$ cat src/rtl/reg_file_main.sv
`default_nettype none
// ============================================================================
//  Module      : reg_file_main
//  Description : 16 x 16-bit general-purpose register file for the 16-bit
//                single-cycle RISC core. It has two combinational read ports
//                (Ra/Rb) and one synchronous write port (Rd/R_Write/Gwe).
//                R0 is an ordinary writable register. Reads do not bypass
//                same-cycle writes.
//  Revision    : 1.0 - initial release
// ============================================================================
module reg_file_main (
    input  logic        clk,
    input  logic        rst,
    input  logic [3:0]  Rs,
    input  logic [3:0]  Rt,
    input  logic [3:0]  Rd,
    input  logic [15:0] R_Write,
    input  logic        Gwe,
    output logic [15:0] Ra,
    output logic [15:0] Rb
);

    localparam int c_NUM_REGS = 16;

    logic [15:0] r_regs [c_NUM_REGS];

    // Register storage. Reset clears every entry and takes priority over a
    // write in the same cycle. Otherwise Gwe loads R_Write into entry Rd.
    always_ff @(posedge clk) begin
        if (rst) begin
            for (int i = 0; i < c_NUM_REGS; i++) begin
                r_regs[i] <= 16'h0000;
            end
        end else if (Gwe) begin
            r_regs[Rd] <= R_Write;
        end
    end

    // Read ports are purely combinational from the current storage state.
    // A write shows up on a read port only after the capturing edge.
    always_comb begin
        Ra = r_regs[Rs];
        Rb = r_regs[Rt];
    end

endmodule
`default_nettype wire

$ cat config.mk
export PLATFORM = sky130hd
export DESIGN_NAME = reg_file_main
export DESIGN_NICKNAME = d
export VERILOG_FILES = /design/src/rtl/reg_file_main.sv
export SDC_FILE = /design/constraint.sdc
export NUM_CORES = 1
export LEC_CHECK = 0
export BUFFER_PORTS_ARGS = -buffer_cell sky130_fd_sc_hd__buf_2
export CORE_ASPECT_RATIO = 0.9
export CORE_UTILIZATION = 36
export DETAILED_ROUTE_END_ITERATION = 12
export GPL_TIMING_DRIVEN = 0
export PLACE_DENSITY = 0.6
export SETUP_SLACK_MARGIN = 0.4
export SYNTH_ARGS = -nofsm -noshare
export SYNTH_HDL_FRONTEND = slang
export SYNTH_SLANG_ARGS = --single-unit
$ cat constraint.sdc
create_clock -name clk -period 3.9 [get_ports clk]
set_input_delay 0.78 -clock clk [delete_from_list [all_inputs] [get_ports clk]]
set_output_delay 0.78 -clock clk [all_outputs]
set_load 0.005 [all_outputs]
==> results.json <==
{
  "cts_inserted_buffers": 28,
  "io_pins": 63,
  "cts.clk_slew.worst_paths_ps": 60,
  "max_freq_mhz": 290,
  "detailed_place_hpwl_mm": 25.9,
  "cp_common_cell": "buf_2",
  "whs_ps": 580,
  "drv_slew": 0,
  "stdcell_count": 1445,
  "final_cell_area_mm2": 0.0152,
  "synth_compound_area_share_pct": 3.58,
  "setup-violations-final": 0,
  "cpPeakStageDelay_ps": 580,
  "worstPathCellList": "buf_2 -> nor2_1 -> clkbuf_1 -> a22oi_1 -> nand2_1 -> buf_2",
  "start_util_pct": 36.8,
  "reg.largest.list": "r_regs: 256 flops",
  "placed_area_mm2": 0.0143,
  "largest_register_ffs": 256,
  "cts_sinks": 256,
  "synth_top_cell_area_share_pct": 57.3,
  "dieWidth_um": 205,
  "drt_wl_total_mm": 37.8,
  "critPathLaunchType": "input port",
  "holdBufCountCts": 0,
  "cts_setup_buffers": 0,
  "synth_area_mm2": 0.0134,
  "worst_setup_path_end_kind": "output port",
  "die_area_mm2": 0.0380,
  "drt_first_pass_iters": 5,
  "root_buffer": "clkbuf_16",
  "cts_tree": "done",
  "p_per_area_mw_per_mm2": 434,
  "syn_nets": 890,
  "grt_first_pass_wirelength_mm": 55.8,
  "synth_top_family_by_area": "multiplexers",
  "rsz0062_at_grt": "no",
  "fin_nets": 978,
  "ys_ff_latch": 256,
  "clk_path_buf_depth": 3,
  "io_buffers": 58,
  "core-area_mm2": 0.0364,
  "ys_types": 22,
  "globalplace.congestion": 0.811,
  "first_global_vias": 8499,
  "viasPerCell": 5.68,
  "drtIter0Drc": 948,
  "worst_path_max_delay_cell": "clkbuf_1",
  "grt_use_total_pct": 20.5,
  "via_count": 8214,
  "leakage_nw": 5.27,
  "cap_violations": 0,
  "drc": 0,
  "synthAdderAreaFrac_pct": 0,
  "cp_max_fo": 10,
  "postSynthAreaPerCell_um2": 15.6,
  "tightest_slew_ps": 1210,
  "fill_cells": 3290,
  "antenna_found_initial": 0,
  "synth_simple_gate_area_share_pct": 15.3,
  "regMostFlops": "r_regs",
  "drive_above_1_share_pct": 30.9,
  "hold_viol": 0,
  "die_y_um": 185,
  "syn_to_final_growth_pct": 13.4,
  "cp.arrival_ps": 2670,
  "antenna_left": 0,
  "cp.required_ps": 3120,
  "vdd_drop_max_mv": 0.275,
  "setup_tns_ps": 0,
  "fin_crit_ps": 3450,
  "dp.cells": 1393,
  "ys_seq_area_share_pct": 57.3,
  "num_rows": 66,
  "grt-ovfl-total": 0,
  "wire_per_inst_um": 26.2,
  "slew-limit-headroom_pct": 19.0,
  "synth_xor_area_share_pct": 0,
  "yosys_warnings": 0,
  "hp-class": "in -> reg",
  "grt_start_max_net_pins": 17,
  "muxShareOfSynthArea_pct": 21.5,
  "critical_path_class": "in -> out",
  "fin_crit_sh_pct": 88.4,
  "status": "complete, no violations",
  "synthTopCellsByArea": "edfxtp_1, mux4_2, and2_1",
  "h-tree-depth": 1,
  "synth_cells": 859,
  "yosys.area.top_type": "edfxtp_1"
}
## placed cells by master, fill, tap and decap left out, drive strengths merged, types with 2 or more instances in the layout
master,instances
nand4bb,2
clkbuf,90
buf,76
clkinv,16
bufinv,2
and2,258
nand2b,2
nor2,14
a22oi,64
or2,16
nor3,4
nor2b,4
edfxtp,256
nand2,33
mux4,128
## cells by family (layout without fill, tap and decap cells)
logic type / count (synthesis) / count (layout)
AOI/OAI and AO/OA: 64 / 64
buffers and inverters: 76 / 185
DFF: 256 / 256
muxes: 128 / 128
other: 0 / 1
and+or+nand+nor: 335 / 335
## synth_stat cells
| library cell | count |
|---|---|
| nor2_1 | 11 |
| nor2_2 | 2 |
| nor2_4 | 1 |
| nand2b_1 | 2 |
| nand4b_1 | 1 |
| nor3_4 | 1 |
| edfxtp_1 | 256 |
| mux4_2 | 128 |
| buf_1 | 4 |
| nor2b_1 | 4 |
| or4b_4 | 1 |
| nand4bb_2 | 2 |
| clkbuf_1 | 55 |
| and2_1 | 242 |
| or2_2 | 16 |
| nor3_2 | 2 |
| and2_2 | 16 |
| nor3_1 | 1 |
| clkbuf_2 | 3 |
| buf_2 | 14 |
| nand2_1 | 33 |
| a22oi_1 | 64 |
## final timing paths
| path | depth (start not counted) | start | to |
|---|---|---|---|
| worst min-delay path | 2 | R_Write[6] | r_regs[3][6] |
| worst max-delay path | 6 | Rt[2] | Rb[4] |
## through the flow
stage	util (%)	setup WS, ps	total power [mW]
finish	41.8	453	6.61
global route	41.8	418	6.80
CTS	41.8	403	6.63
detailed placement	39.3	-70.0	4.07
global placement	39.3	-54.7	4.05
floorplan	-	1050	3.76
## repair_timing
item                                    in CTS  in global routing
resized for setup                           18                  7
endpoints found under the setup margin      32                 15
pin swaps                                    0                  0
cloned                                       0                  0
## routing by layer
layer,track usage [%],part of all wire [%],up-vias
met5,0,0,-
met4,5.66,2.7,0
met3,3.68,7.0,64
met2,31.6,45,372
met1,29.5,45,4272
li1,-,-,3506
## where the power goes
group	total [mW]	leakage (nW)	internal, mW	switching (mW)
logic	0.757	2.40	0.335	0.421
registers	3.26	2.44	3.19	0.0708
clock network	2.60	0.435	1.48	1.12
total	6.61	5.27	5.00	1.61
## final cells by class
cell class | instances | area [um^2] | share of cell area [%]
Multi-Input combinational cell | 527 | 5420 | 35.6
Antenna cell | 1 | 2.50 | 0.0164
Timing Repair Buffer | 58 | 290 | 1.91
Clock inverter | 19 | 139 | 0.913
Tap cell | 476 | 596 | 3.91
Buffer | 76 | 342 | 2.25
Clock buffer | 32 | 737 | 4.84
Sequential cell | 256 | 7690 | 50.5
## critical path: cells and delay by family
| kind | cells | cell delay, ps |
|---|---|---|
| buf+inv | 3 | 830 |
| simple gates | 2 | 750 |
| compound gates | 1 | 300 |
(Power assumes the default switching activity.)
